$ cat src/rtl/ps2_keyboard_receiver.sv
// PS/2 keyboard receiver: oversampled framing/parity/timeout checks, E0/F0 prefix decode,
// and a ready/valid event FIFO with registered head outputs.
module ps2_keyboard_receiver #(
  parameter int unsigned SYNC_STAGES    = 2,
  parameter int unsigned TIMEOUT_CYCLES = 50000,
  parameter int unsigned FIFO_DEPTH     = 4
) (
  input  logic                          clk,
  input  logic                          rst,
  input  logic                          ps2_clk,
  input  logic                          data,
  output logic [7:0]                    code,
  output logic                          event_valid,
  input  logic                          event_ready,
  output logic [7:0]                    event_code,
  output logic                          event_break,
  output logic                          event_ext,
  output logic [$clog2(FIFO_DEPTH):0]   fifo_count,
  output logic                          parity_err,
  output logic                          frame_err,
  output logic                          overflow
);

  localparam int unsigned PW = $clog2(FIFO_DEPTH);
  localparam int unsigned CW = PW + 1;
  localparam int unsigned TW = $clog2(TIMEOUT_CYCLES + 1);

  typedef enum logic [1:0] {StIdle, StData, StParity, StStop} state_e;

  logic [SYNC_STAGES-1:0] clk_sync_q, data_sync_q;
  logic                   clk_prev_q;
  logic                   fall, bit_in;

  state_e        state_q, state_d;
  logic [2:0]    bit_cnt_q, bit_cnt_d;
  logic [7:0]    shift_q, shift_d;
  logic          par_q, par_d;
  logic [TW-1:0] tmo_q, tmo_d;
  logic          ext_q, ext_d, brk_q, brk_d;
  logic [7:0]    code_q, code_d;
  logic          perr, ferr, accept, push;
  logic          parity_err_q, frame_err_q, overflow_q;

  logic [9:0]    mem_q [FIFO_DEPTH];
  logic [9:0]    mem_d [FIFO_DEPTH];
  logic [PW-1:0] wr_ptr_q, wr_ptr_d, rd_ptr_q, rd_ptr_d;
  logic [CW-1:0] count_q, count_d;
  logic [9:0]    head_q, head_d;
  logic          full, do_push, do_pop, ovf;

  // Sync registers reset low so a line that is already idle-high never looks like a fall.
  always_ff @(posedge clk) begin
    if (rst) begin
      clk_sync_q  <= '0;
      data_sync_q <= '0;
      clk_prev_q  <= 1'b0;
    end else begin
      clk_sync_q  <= {clk_sync_q[SYNC_STAGES-2:0], ps2_clk};
      data_sync_q <= {data_sync_q[SYNC_STAGES-2:0], data};
      clk_prev_q  <= clk_sync_q[SYNC_STAGES-1];
    end
  end

  assign fall   = clk_prev_q & ~clk_sync_q[SYNC_STAGES-1];
  assign bit_in = data_sync_q[SYNC_STAGES-1];

  always_comb begin
    state_d   = state_q;
    bit_cnt_d = bit_cnt_q;
    shift_d   = shift_q;
    par_d     = par_q;
    tmo_d     = tmo_q;
    perr      = 1'b0;
    ferr      = 1'b0;
    accept    = 1'b0;
    case (state_q)
      StIdle: begin
        tmo_d = '0;
        if (fall && !bit_in) begin
          state_d   = StData;
          bit_cnt_d = 3'd0;
        end
      end
      StData: begin
        if (fall) begin
          shift_d   = {bit_in, shift_q[7:1]};
          bit_cnt_d = bit_cnt_q + 3'd1;
          if (bit_cnt_q == 3'd7) state_d = StParity;
        end
      end
      StParity: begin
        if (fall) begin
          par_d   = bit_in;
          state_d = StStop;
        end
      end
      StStop: begin
        if (fall) begin
          state_d = StIdle;
          if (!bit_in) ferr = 1'b1;
          else if (!(^{shift_q, par_q})) perr = 1'b1;
          else accept = 1'b1;
        end
      end
      default: state_d = StIdle;
    endcase
    // An edge always wins over an expiring counter.
    if (state_q != StIdle) begin
      if (fall) begin
        tmo_d = '0;
      end else if (tmo_q == TW'(TIMEOUT_CYCLES - 1)) begin
        ferr    = 1'b1;
        state_d = StIdle;
        tmo_d   = '0;
      end else begin
        tmo_d = tmo_q + 1'b1;
      end
    end
  end

  always_comb begin
    ext_d  = ext_q;
    brk_d  = brk_q;
    code_d = code_q;
    push   = 1'b0;
    if (perr || ferr) begin
      ext_d = 1'b0;
      brk_d = 1'b0;
    end else if (accept) begin
      if (shift_q == 8'hE0) begin
        ext_d = 1'b1;
      end else if (shift_q == 8'hF0) begin
        brk_d = 1'b1;
      end else begin
        push  = 1'b1;
        ext_d = 1'b0;
        brk_d = 1'b0;
        if (!brk_q) code_d = shift_q;
      end
    end
  end

  // A pop in the same cycle frees the slot the write pointer sits on when full.
  always_comb begin
    full     = (count_q == CW'(FIFO_DEPTH));
    do_pop   = (count_q != '0) && event_ready;
    do_push  = push && (!full || do_pop);
    ovf      = push && full && !do_pop;
    mem_d    = mem_q;
    if (do_push) mem_d[wr_ptr_q] = {shift_q, brk_q, ext_q};
    wr_ptr_d = wr_ptr_q + PW'(do_push);
    rd_ptr_d = rd_ptr_q + PW'(do_pop);
    count_d  = count_q + CW'(do_push) - CW'(do_pop);
    head_d   = (count_d != '0) ? mem_d[rd_ptr_d] : '0;
  end

  always_ff @(posedge clk) begin
    if (rst) begin
      state_q      <= StIdle;
      bit_cnt_q    <= '0;
      shift_q      <= '0;
      par_q        <= 1'b0;
      tmo_q        <= '0;
      ext_q        <= 1'b0;
      brk_q        <= 1'b0;
      code_q       <= '0;
      parity_err_q <= 1'b0;
      frame_err_q  <= 1'b0;
      overflow_q   <= 1'b0;
      wr_ptr_q     <= '0;
      rd_ptr_q     <= '0;
      count_q      <= '0;
      head_q       <= '0;
      for (int unsigned i = 0; i < FIFO_DEPTH; i++) mem_q[i] <= '0;
    end else begin
      state_q      <= state_d;
      bit_cnt_q    <= bit_cnt_d;
      shift_q      <= shift_d;
      par_q        <= par_d;
      tmo_q        <= tmo_d;
      ext_q        <= ext_d;
      brk_q        <= brk_d;
      code_q       <= code_d;
      parity_err_q <= perr;
      frame_err_q  <= ferr;
      overflow_q   <= ovf;
      wr_ptr_q     <= wr_ptr_d;
      rd_ptr_q     <= rd_ptr_d;
      count_q      <= count_d;
      head_q       <= head_d;
      mem_q        <= mem_d;
    end
  end

  assign code        = code_q;
  assign event_valid = (count_q != '0);
  assign event_code  = head_q[9:2];
  assign event_break = head_q[1];
  assign event_ext   = head_q[0];
  assign fifo_count  = count_q;
  assign parity_err  = parity_err_q;
  assign frame_err   = frame_err_q;
  assign overflow    = overflow_q;

endmodule
$ cat config.mk
export PLATFORM = sky130hd
export DESIGN_NAME = ps2_keyboard_receiver
export DESIGN_NICKNAME = d
export VERILOG_FILES = /design/src/rtl/ps2_keyboard_receiver.sv
export SDC_FILE = /design/constraint.sdc
export NUM_CORES = 1
export LEC_CHECK = 0
export ABC_AREA = 1
export BUFFER_PORTS_ARGS = -buffer_cell sky130_fd_sc_hd__buf_2
export CAP_MARGIN = 20
export CORE_ASPECT_RATIO = 1.75
export CORE_UTILIZATION = 25
export CTS_CLUSTER_SIZE = 28
export DETAILED_ROUTE_END_ITERATION = 12
export PLACE_DENSITY_LB_ADDON = 0.05
export SLEW_MARGIN = 20
export SYNTH_ARGS = -nofsm -noshare
export SYNTH_HDL_FRONTEND = slang
export SYNTH_SLANG_ARGS = --single-unit
export TNS_END_PERCENT = 20
$ cat constraint.sdc
create_clock -name clk -period 5.1 [get_ports clk]
set_clock_uncertainty 0.05 [all_clocks]
set_input_delay 0.255 -clock clk [delete_from_list [all_inputs] [get_ports clk]]
set_output_delay 0.255 -clock clk [all_outputs]
set_load 0.02 [all_outputs]
Word level (Yosys, flattened, before mapping). Index checks and enable logic that the tools add are counted.

Add/subtract/negate cells: 6. Multiply operators: 0. Div/mod/pow operators: 0. Magnitude comparators: 3. Eq/ne operators: 11. Shift-type cells: 0. Muxes and demuxes: 44. Bitwise gates (word level): 9. Reduce and logical (&&, ||, !) cells: 26.

Operators with widths (number): two-way mux 16 bit (4); bitwise mux 40 bit (1); two-way mux 40 bit (1); two-way mux 10 bit (3); two-way mux 1 bit (21); binary-select mux 10 bit (select 2 bit) (1); demux 10 bit (select 2 bit) (1); adder 16 x 1 -> 16 bit (second input constant) (1); equality test 16 bit (second input constant) (1); equality test 8 bit (second input constant) (2); two-way mux 2 bit (8); XOR reduction 9 bit (1); case mux 2 bit (4 select lines) (1); AND reduction 2 bit (4); equality test 3 bit (second input constant) (2); greater-or-equal comparator 3 bit (second input constant) (2); logical AND 1 bit (6); two-way mux 3 bit (2); inequality test 2 bit (second input constant) (3); NOT 1 bit (6); NOT 2 -> 3 bit (2); case mux 3 bit (2 select lines) (1); nonzero test 2 bit (3); nonzero test 3 bit (2); other kinds (14) (20).

Register bits after elaboration: 105. Bits in latches: 0. Bits in writable memories: 0. ROM bits: 0. Input bits: 5. Output and inout port bits: 25. Word-level logic and storage cells: 121. Memories kept: 0.

Logic depth before layout (Yosys ltp). Gate-level depths: netlist of run 1.

Word-level depth: 15. Mapped depth: 20. Depth with buffers taken out: 18.

Worst setup path before layout of run 1. OpenSTA, ideal clock, no wires.

Kind: reg-to-reg. Start point: register shift_q[2]. End point: register head_q[0]. Library setup time: 0.161 ns. Arrival time: 2.947 ns. Required time: 4.889 ns. Slack: 1.942 ns. Stages on the path, launching flop included: 19. Buffers on the path: 2. Clock period less this slack: 3.158 ns. Path through: dfxtp_1 buf_6 nand2_1 inv_1 nor2_1 nand2_1 nand2_1 nand2_1 nand2_1 nand2_2 nand2_1 nand4_2 buf_2 ha_1 inv_1 ha_1 fa_1 o31ai_1 a21oi_1.

Longest elaborated chain between the ends: 13. Elaborated cells on any way between the ends: 26. Those cells by class: 2 x add/sub; 2 x eq/ne; 16 x mux; 1 x bitwise; 5 x reduce/logical.

RTL lines: start, declared (RTL line 36) `logic [7:0] shift_q, shift_d;`; start signal, assigned (RTL line 178) `shift_q <= shift_d;`; XOR reduction 9 bit (RTL line 101) `else if (!(^{shift_q, par_q})) perr = 1'b1;`; two-way mux 1 bit (RTL line 101); two-way mux 1 bit (RTL line 100) `if (!bit_in) ferr = 1'b1;`; two-way mux 1 bit (RTL line 98) `if (fall) begin`; two-way mux 1 bit (RTL line 76) `case (state_q)`; two-way mux 1 bit or logical OR 1 bit (tied branches) (RTL line 129, 126); two-way mux 1 bit * (RTL line 126) `if (perr || ferr) begin`; logical AND 1 bit * (RTL line 147) `do_push = push && (!full || do_pop);`; adder 3 x 1 -> 3 bit * (RTL line 153) `count_d = count_q + CW'(do_push) - CW'(do_pop);`; subtractor 3 x 1 -> 3 bit * (RTL line 153); named net count_d[1] (RTL line 47) `logic [CW-1:0] count_q, count_d;`; nonzero test 3 bit * (RTL line 154) `head_d = (count_d != '0) ? mem_d[rd_ptr_d] : '0;`; NOT 1 bit (no source line) *; OR reduction 2 bit (no source line) *; end signal, assigned (RTL line 173) `head_q <= '0;`; end signal, assigned (RTL line 190) `head_q <= head_d;`; end, declared (RTL line 48) `logic [9:0] head_q, head_d;`.

Mark *: on every way through the listed nets, which the timed path passes. The rest lies on a longest branch. The select of a mux whose other input is x is not followed. A chain may end at the register's enable or synchronous reset.

Final worst setup path of run 1.
Start point: register shift_q[7]. End point: register head_q[4].

Same word-level chain as after synthesis.

==> summary.md, run 1 <==
| Metric | Value |
|---|---|
| # DRC | 0 |
| Comb power frac | 29.0% |
| Main flop type after synthesis | dfxtp_1 |
| Clock-pin slew on the worst setup and hold paths | roughly 0.070 ns |
| Number of global-route vias before repair | about 4.4k |
| Syn_nets | a little over 700 |
| Final WL | around 15000 um |
| Slowest-stage cell, CP | nand3_1 |
| Io pins | 30 |
| Critical Path RT | 5.29 ns |
| Setup TNS | 0 ns |
| Area Growth Syn to Fin | 13.0% |
| FF/Latch Area | 2100 um^2 |
| Min Tclk post-route | 3.12 ns |
| Cts repair resizes | 0 |
| Leakage | roughly 2.1 nW |
| Fin util | 28.8% |
| Post-Synthesis Cells | around 700 |
| Area of placed instances | slightly above 5000 um^2 |
| Critical Path AT | approximately 3.3 ns |
| Slew margin rel. | 42.6% |
| Initial Util | between 20% and 30% |
| Footprint of the multi-input gates | between 2000 and 2500 um^2 |
| Initial DRC Count | between 200 and 250 |
| Routability congestion estimate | slightly below 0.8 |
| Clock tree sinks | roughly 110 |
| Reg power frac | between 30% and 40% |
| Routed Antenna Nets | 0 |
| Grt ovf | 0 |
| Share of layout cells above drive strength 1 | under 10% |
| Ant. Diodes | 0 |
| Pwr Total | 2.29 mW |
| Count of nets after finishing | 721 |
| Die area | 20100 um^2 |
| Post-synthesis sequential area ratio | 43.2% |
| Worst Tran Pin Value | 0.860 ns |
| Largest net degree at the start of global routing | between 40 and 50 |
| Max-slew violation count | 0 |
| Kind of critical path | reg2reg |
| Hold buffer count at cts | 0 |
| Final HPWL DP | between 10000 and 15000 um |
| Fill cells | approximately 2.1k |
| Post-synth EDFFs | 0 |
| RSZ-0062 raised after global routing | false |
| Final instance area | between 5000 and 6000 um^2 |
| Die Ht | around 190 um |
| CP Capture Type | register |
| Clock Tree Buf Depth | 2 |
| Final period utilization | 61.2% |
| Core ar. | approximately 19000 um^2 |
| DR vias | 4502 |
| Critical Path Max Stage Delay | roughly 0.50 ns |
| Cts bufs inserted | 9 |
| GRT Util Overall | about 15% |
| Max-Cap Viols | 0 |
| First-pass GRT wire length | around 23000 um |
| Worst Hold Class | in2reg |
| Max Clk Rate | between 300 and 400 MHz |
| Yosys reg bits | ~110 |
| Max VDD drop | between 150 and 200 uV |
| Antenna violations before repair | 0 |
| Mapped Area | roughly 4900 um^2 |
| Crit-path max FO | 13 |
| Asr flop ratio synth | 0% |
| Synth warn | 0 |
| Std-Cell Rows | 67 |
| Pint | 1.50 mW |
| Wire per inst | around 15 um |
| Setup violations, final | 0 |
| Psw | between 0.7 and 0.8 mW |
| Sw Ratio | between 30% and 40% |
| Critical path launch point type | register |
| # Post-CTS Setup Buffers | 0 |
| H-tree depth | 3 |
| Port Buffers | 29 |
| Synth Area per Inst | roughly 7.0 um^2 |
| Via density | roughly 4.7 |
| Clock Power Share | a little under a third |
| Synth cell types | 37 |
| Worst-path cell chain | inv_1 -> nor3_1 -> nand3_1 -> nand4_2 -> ha_1 -> inv_1 -> ha_1 -> fa_1 -> o31ai_1 -> buf_4 -> a21oi_1 |
| Die Width | roughly 110 um |
| PD cells | 417 nW/um^2 |
| Final Hold Fails | 0 |
| Later-pin clock latency in the skew report | around 0.35 ns |
| Clock root cell | clkbuf_16 |
| First-pass DRT Iterations | 4 |
| CTS tree | done |
| Status | completed |
## cells by family after synthesis
group,share of synthesized area (%)
compound gates,14.9
xor+xnor,1.26
fa+ha+maj,2.21
buf+inv,8.45
flops,43.2
simple gates,30.0
## power by group through the flow
stage	registers [mW]	clock network (mW)	logic, mW
2_1_floorplan	0.978	0	0.384
4_1_cts	0.905	0.755	0.694
5_1_grt	0.910	0.789	0.750
6_report	0.904	0.724	0.666
3_5_place_dp	0.925	0	0.692
3_3_place_gp	0.926	0	0.694
## Yosys cell counts (2+ instances only)
library cell	instances	area, um^2
ha_1	7	87.6
buf_1	3	11.3
nand3_2	2	20.0
xnor2_1	4	35.0
dfxtp_1	105	2100
nor3_1	11	55.1
clkbuf_1	23	86.3
nand3_1	67	335
inv_2	7	26.3
nor4_1	2	12.5
a21oi_1	73	365
nor3b_1	6	45.0
inv_1	57	214
a31oi_1	2	12.5
a211oi_1	4	30.0
nand4_1	12	75.1
nand2_1	173	649
xor2_1	3	26.3
buf_2	5	25.0
buf_6	2	22.5
nor2_1	59	221
o21ai_0	54	270
buf_4	3	22.5
## cells in the final DEF, fill, tap and decap left out, drive strengths merged, types with 3 or more instances in the layout
cell type  synthesis  layout
nand2            174     174
dfxtp            105     105
a21oi             74      74
nand3             69      69
inv               64      64
nor2              60      60
o21ai             54      54
buf               13      35
nand4             13      13
nor3              12      12
clkbuf            23      12
ha                 7       7
nor3b              6       6
xnor2              4       4
a211oi             4       4
xor2               3       3
clkinv             1       3
## critical path: cells and delay by family, from the launching register on
kind	cells	cell delay, ns
AND/OR/NAND/NOR	3	0.98
adder cells (fa/ha/maj)	3	0.83
buffers and inverters	3	0.44
flip-flops	1	0.36
AO/OA/AOI/OAI	2	0.34
## cell type report
class / instances / area share (%)
clock buffers: 12 / 4.66
clock inverters: 4 / 0.932
inverters: 65 / 4.43
multi-input cells: 492 / 42.8
flip-flops and latches: 105 / 38.2
well taps: 241 / 5.48
repair buffers: 35 / 3.46
## routing by layer
| layer | part of all wire, % | vias up | GRT usage (%) |
|---|---|---|---|
| li1 | - | 2324 | - |
| met1 | 39 | 2090 | 16.4 |
| met2 | 56 | 67 | 29.5 |
| met3 | 3.0 | 21 | 1.82 |
| met4 | 1.9 | 0 | 6.11 |
| met5 | 0 | - | 0 |
## through the flow
step | setup slack (ns) | std cells | hold WS, ns
finish | 1.98 | 954 | 0.0642
global route | 1.67 | 954 | 0.0689
CTS | 1.96 | 954 | 0.0558
detailed placement | 1.97 | 938 | 0.351
global placement | 2.03 | 937 | 0.351
floorplan | 1.94 | 698 | 0.312
## flip-flops by register name, summed over array words and instances (netlist names), 2 cells and up
| signal | count |
|---|---|
| shift_q | 8 |
| mem_q | 40 |
| wr_ptr_q | 2 |
| clk_sync_q | 2 |
| head_q | 10 |
| code | 8 |
| data_sync_q | 2 |
| rd_ptr_q | 2 |
| bit_cnt_q | 3 |
| state_q | 2 |
| tmo_q | 16 |
| fifo_count | 3 |
## worst paths after layout
kind | from | cells after the start | slack [ns] | endpoint
max reg2reg | shift_q[7]$_SDFFE_PP0P_ | 11 | 1.98 | head_q[4]$_SDFF_PP0_
min reg2reg | clk_sync_q[0]$_SDFF_PP0_ | 2 | 0.36 | clk_sync_q[1]$_SDFF_PP0_
min | ps2_clk | 3 | 0.06 | clk_sync_q[0]$_SDFF_PP0_
max | shift_q[7]$_SDFFE_PP0P_ | 11 | 1.98 | head_q[4]$_SDFF_PP0_
Power figures use the tool's default switching activity.
==> run 2, diff against run 1 <==
- clock period: 5.1 -> 3 ns (I/O delays scaled with it)
==> summary.md, run 2 (same netlist as run 1, synthesis figures left out) <==
| Metric | Value |
|---|---|
| Status | completed |
| Core ar. | 19100 um^2 |
| Worst Hold Class | in2reg |
| Min Tclk post-route | 2.84 ns |
| Max-Cap Viols | 0 |
| Io pins | 30 |
| Critical Path AT | around 3.0 ns |
| Max VDD drop | ~390 uV |
| Final Hold Fails | 0 |
| Die Width | between 100 and 150 um |
| GRT Util Overall | between 15 and 20% |
| Critical Path Max Stage Delay | between 0.3 and 0.4 ns |
| Initial Util | 25.5% |
| Kind of critical path | reg2reg |
| Die area | around 20000 um^2 |
| Std-Cell Rows | between 60 and 70 |
| H-tree depth | 3 |
| Fill cells | ~2.1k |
| CP Capture Type | register |
| First-pass GRT wire length | approximately 24000 um |
| Crit-path max FO | 5 |
| Antenna violations before repair | 0 |
| Critical path origin | shift_q[6]$_SDFFE_PP0P_ |
| R2r startpoint | shift_q[6]$_SDFFE_PP0P_ |
| Via density | approximately 4.7 |
| Worst Path Buf+Inv | 4 |
| Number of global-route vias before repair | around 4.5k |
| Routed Antenna Nets | 0 |
| Final non-filler cell total | ~970 |
| Max Clk Rate | 352 MHz |
| Wire per inst | 15.3 um |
| Port Buffers | 29 |
| Min-Delay Startpoint | rst |
| Most frequent cells in the layout | nand2_1 (169), dfxtp_1 (98), a21oi_1 (73) |
| Worst Tran Pin Value | ~0.82 ns |
| Largest net degree at the start of global routing | just under 70 |
| DR vias | 4570 |
| Leakage | 2.19 nW |
| Largest register FFs | 40 |
| Die Ht | roughly 190 um |
| Critical path's top delay family | adder cells |
| Top reg by flops | mem_q |
| Count of nets after finishing | about 740 |
| Critical path launch point type | register |
| Slew margin rel. | around 45% |
| PD cells | just over 700 nW/um^2 |
| Ant. Diodes | 0 |
| Initial DRC Count | 180 |
| Clock root cell | clkbuf_16 |
| Clock tree sinks | between 100 and 150 |
| CTS tree | done |
| Share of layout cells above drive strength 1 | ~14% |
| First-pass DRT Iterations | 4 |
| Top flop regs | mem_q: 40 flops, tmo_q: 16 flops, head_q: 10 flops |
| Later-pin clock latency in the skew report | about 0.36 ns |
| Post-Place Cells | 950 |
| Setup violations, final | 0 |
| Worst-path cell chain | nand2_2 -> inv_2 -> nor2_2 -> nand2_1 -> nand2_1 -> nand2_1 -> nand2_2 -> nand2_4 -> nand2_2 -> nand4_4 -> ha_4 -> inv_1 -> ha_2 -> fa_2 -> inv_2 -> xor2_2 -> o31ai_4 -> buf_6 -> a21oi_1 |
| Grt ovf | 0 |
| Slowest-stage cell, CP | dfxtp_4 |
| # DRC | 0 |
| Commonest non-fill, non-tap cell in the layout | nand2_1 |
| Critical Path RT | ~3.2 ns |
| Max-slew violation count | 0 |
| Routability congestion estimate | approximately 0.76 |
| Hold WS | between 0.06 and 0.07 ns |
| Clock Tree Buf Depth | 2 |
| Final WL | about 15000 um |
| Clock-pin slew on the worst setup and hold paths | ~0.070 ns |
| Cts bufs inserted | 9 |
| Area Growth Syn to Fin | 18.0% |
| Final period utilization | a little over nine tenths |
| Final HPWL DP | 9960 um |
run 2: cell types whose count changed in the layout (fill, tap and decap cells not counted), moves of 3 or more:
cell     previous run  this run
nand2_2             1         4
dfxtp_1           105        98
buf_4               6        19
inv_1              57        54
nand2_1           173       169
dfxtp_2             0         5
inv_2               7        10
run 2: metal layers:
layer / global-route usage (%) / wire length, um
met1: 16.7 / 6020
met2: 28.7 / 8030
met3: 2.69 / 369
met4: 7.38 / 420
met5: 0 / 0
run 2: where the power goes:
part / switching [mW] / internal, mW
Sequential: 0.0423 / 1.49
Clock: 0.566 / 0.758
Combinational: 0.847 / 0.466
run 2: area by class of cell:
| class | instances | area [um^2] | share of cell area (%) |
|---|---|---|---|
| flip-flops and latches | 105 | 2120 | 36.8 |
| inverters | 65 | 244 | 4.25 |
| clock inverters | 6 | 90.1 | 1.57 |
| multi-input cells | 492 | 2420 | 42.2 |
| clock buffers | 10 | 239 | 4.16 |
| repair buffers | 52 | 330 | 5.75 |
| well taps | 241 | 302 | 5.25 |
run 2: tightest hold or removal path: stages:
cell     delay (ns)
buf_2          0.09
nor3_1         0.07
nand3_1        0.08
a21oi_1        0.04
run 2: final timing paths:
path                                                   to  slack (ns)  cells after the start
worst max-delay path                 head_q[7]$_SDFF_PP0_        0.16                     19
worst min register to register  data_sync_q[1]$_SDFF_PP0_        0.35                      2
worst min-delay path                  tmo_q[9]$_SDFF_PP0_        0.06                      4
worst max register to register       head_q[7]$_SDFF_PP0_        0.16                     19
run 2: repair_timing:
item / in CTS / in global routing
setup buffers: 0 / 2
endpoints found under the hold margin: 2 / 0
hold buffers: 2 / 0
gates resized for setup: 0 / 29
endpoints found under the setup margin: 0 / 12
run 2: per-stage QoR:
stage	util (%)	power, mW	setup TNS [ns]	setup WS [ns]	instance area [um^2]
final	30.1	4.17	0	0.159	5750
after global routing	30.1	4.43	-0.215	-0.0328	5750
after CTS	29.5	4.12	0	0.101	5640
after detailed placement	27.7	2.77	0	0.103	5290
after global placement	27.7	2.77	0	0.164	5290
after floorplan	-	2.33	0	0.0315	4880
==> run 3, diff against run 2 <==
- CAP_MARGIN: 20 -> 10
- GPL_TIMING_DRIVEN: default -> 0
==> summary.md, run 3 (same netlist as run 1, synthesis figures left out) <==
| Metric | Value |
|---|---|
| Largest net degree at the start of global routing | 17 |
| Crit-path max FO | 10 |
| Share of layout cells above drive strength 1 | approximately an eighth |
| Die Width | between 100 and 150 um |
| Hold WS | ~0.21 ns |
| Via density | between 4 and 5 |
| Cts bufs inserted | 9 |
| Clock root cell | clkbuf_16 |
| Area Growth Syn to Fin | 19.4% |
| Fill cells | roughly 2.1k |
| Status | completed |
| Clock tree sinks | 105 |
| Min Tclk post-route | between 2 and 3 ns |
| Final HPWL DP | ~12000 um |
| FF/Latch Area | 2110 um^2 |
| Initial Util | ~25% |
| Grt ovf | 0 |
| Critical path launch point type | register |
| Number of global-route vias before repair | roughly 4.6k |
| Worst Hold Class | in2reg |
| Top flop regs | mem_q: 40 flops, tmo_q: 16 flops, head_q: 10 flops |
| Port Buffers | 28 |
| Footprint of the multi-input gates | 2420 um^2 |
| Final WL | 17000 um |
| Final Hold Fails | 0 |
| First-pass DRT Iterations | 5 |
| DR vias | roughly 4.7k |
| Final instance area | approximately 5800 um^2 |
| Core ar. | between 15000 and 20000 um^2 |
| Initial DRC Count | between 200 and 250 |
| Commonest non-fill, non-tap cell in the layout | nand2_1 |
| Ant. Diodes | 0 |
| # DRC | 0 |
| First-pass GRT wire length | 26400 um |
| Io pins | 30 |
| CP Capture Type | register |
| Critical Path RT | 3.20 ns |
| Setup violations, final | 0 |
| Most frequent cells in the layout | nand2_1 (170), dfxtp_1 (99), a21oi_1 (68) |
| Die Ht | approximately 190 um |
| Clock-pin slew on the worst setup and hold paths | roughly 0.070 ns |
| Die area | between 20000 and 25000 um^2 |
| PD cells | about 740 nW/um^2 |
| Critical Path AT | roughly 3.2 ns |
| Clock Tree Buf Depth | 2 |
| Later-pin clock latency in the skew report | about 0.36 ns |
| Max-slew violation count | 0 |
| Final period utilization | 98.8% |
| Area of placed instances | between 5000 and 6000 um^2 |
| Max-Cap Viols | 0 |
| Largest register FFs | 40 |
| Worst Tran Pin Value | around 0.85 ns |
| RSZ-0062 raised after global routing | true |
| Max Clk Rate | 337 MHz |
| Top reg by flops | mem_q |
| Wire per inst | about 17 um |
| Count of nets after finishing | 756 |
| Leakage | between 2 and 2.5 nW |
| Kind of critical path | reg2reg |
| Slew margin rel. | a little over two fifths |
| Max VDD drop | between 200 and 300 uV |
| Setup TNS | 0 ns |
| Antenna violations before repair | 0 |
| Routed Antenna Nets | 0 |
| CTS tree | done |
| GRT Util Overall | between 10% and 20% |
| H-tree depth | 3 |
| Std-Cell Rows | 67 |
| Routability congestion estimate | about 0.77 |
==> run 3: cell count changes in the layout (fill, tap and decap cells not counted), moves of 2 or more <==
cell,previous run,this run
inv_4,0,4
a21oi_1,73,68
ha_1,5,7
a21oi_2,1,6
inv_2,10,2
buf_1,0,3
clkbuf_1,0,24
buf_4,19,6
buf_2,29,32
==> run 3: cell type report <==
cell class / count / share of cell area, %
flip-flops and latches: 105 / 36.3
repair buffers: 34 / 3.49
inverters: 65 / 4.65
clock buffers: 12 / 4.41
clock inverters: 4 / 1.27
plain buffers: 36 / 3.06
multi-input cells: 492 / 41.6
well taps: 241 / 5.19
==> run 3: power by group <==
group | total (mW) | switching, mW | leakage [nW] | internal (mW)
combinational | 1.41 | 0.966 | 1.19 | 0.446
sequential | 1.52 | 0.0308 | 0.852 | 1.49
clock | 1.35 | 0.568 | 0.163 | 0.780
total | 4.28 | 1.56 | 2.20 | 2.71
==> run 3: what timing repair did <==
action	in CTS	in global routing
resized for setup	33	2
endpoints found under the setup margin	12	11
hold endpoints to repair	2	0
pin swaps	3	0
hold buffers	2	0
buffers inserted	4	0
==> run 3: worst max-delay path, cell delays in order, from the launching register on <==
cell and delay, ns:
dfxtp_1 0.37, inv_1 0.24, nor3_1 0.21, nand3_1 0.24, nand4_4 0.19, buf_8 0.15
ha_1 0.23, inv_1 0.06, ha_1 0.15, fa_2 0.47, o31ai_4 0.27, buf_12 0.18
a21oi_1 0.05
==> run 3: per-layer routing <==
layer	share of wire, %	GRT usage (%)	vias to the layer above	wire [um]
met1	39	19.0	2235	6550
met5	0	0	-	0
met4	2.8	8.06	0	471
met3	2.6	2.51	15	438
met2	56	34.3	77	9540
li1	-	-	2393	-
==> run 3: per-stage QoR <==
step | utilization, % | cells | setup slack [ns] | power, mW
finish | 30.4 | 989 | 0.0354 | 4.28
global route | 30.4 | 989 | -0.144 | 4.49
CTS | 30.4 | 989 | -0.0152 | 4.36
detailed placement | 27.8 | 967 | -1.05 | 2.85
global placement | 27.8 | 967 | -1.05 | 2.86
floorplan | - | 698 | 0.0315 | 2.33
==> run 3: final timing paths <==
path	startpoint	to	slack, ns	depth (start not counted)
setup / recovery	shift_q[7]$_SDFFE_PP0P_	head_q[0]$_SDFF_PP0_	0.04	12
hold / removal	rst	state_q[1]$_SDFF_PP0_	0.21	4
setup reg to reg	shift_q[7]$_SDFFE_PP0P_	head_q[0]$_SDFF_PP0_	0.04	12
hold reg to reg	data_sync_q[0]$_SDFF_PP0_	data_sync_q[1]$_SDFF_PP0_	0.35	2
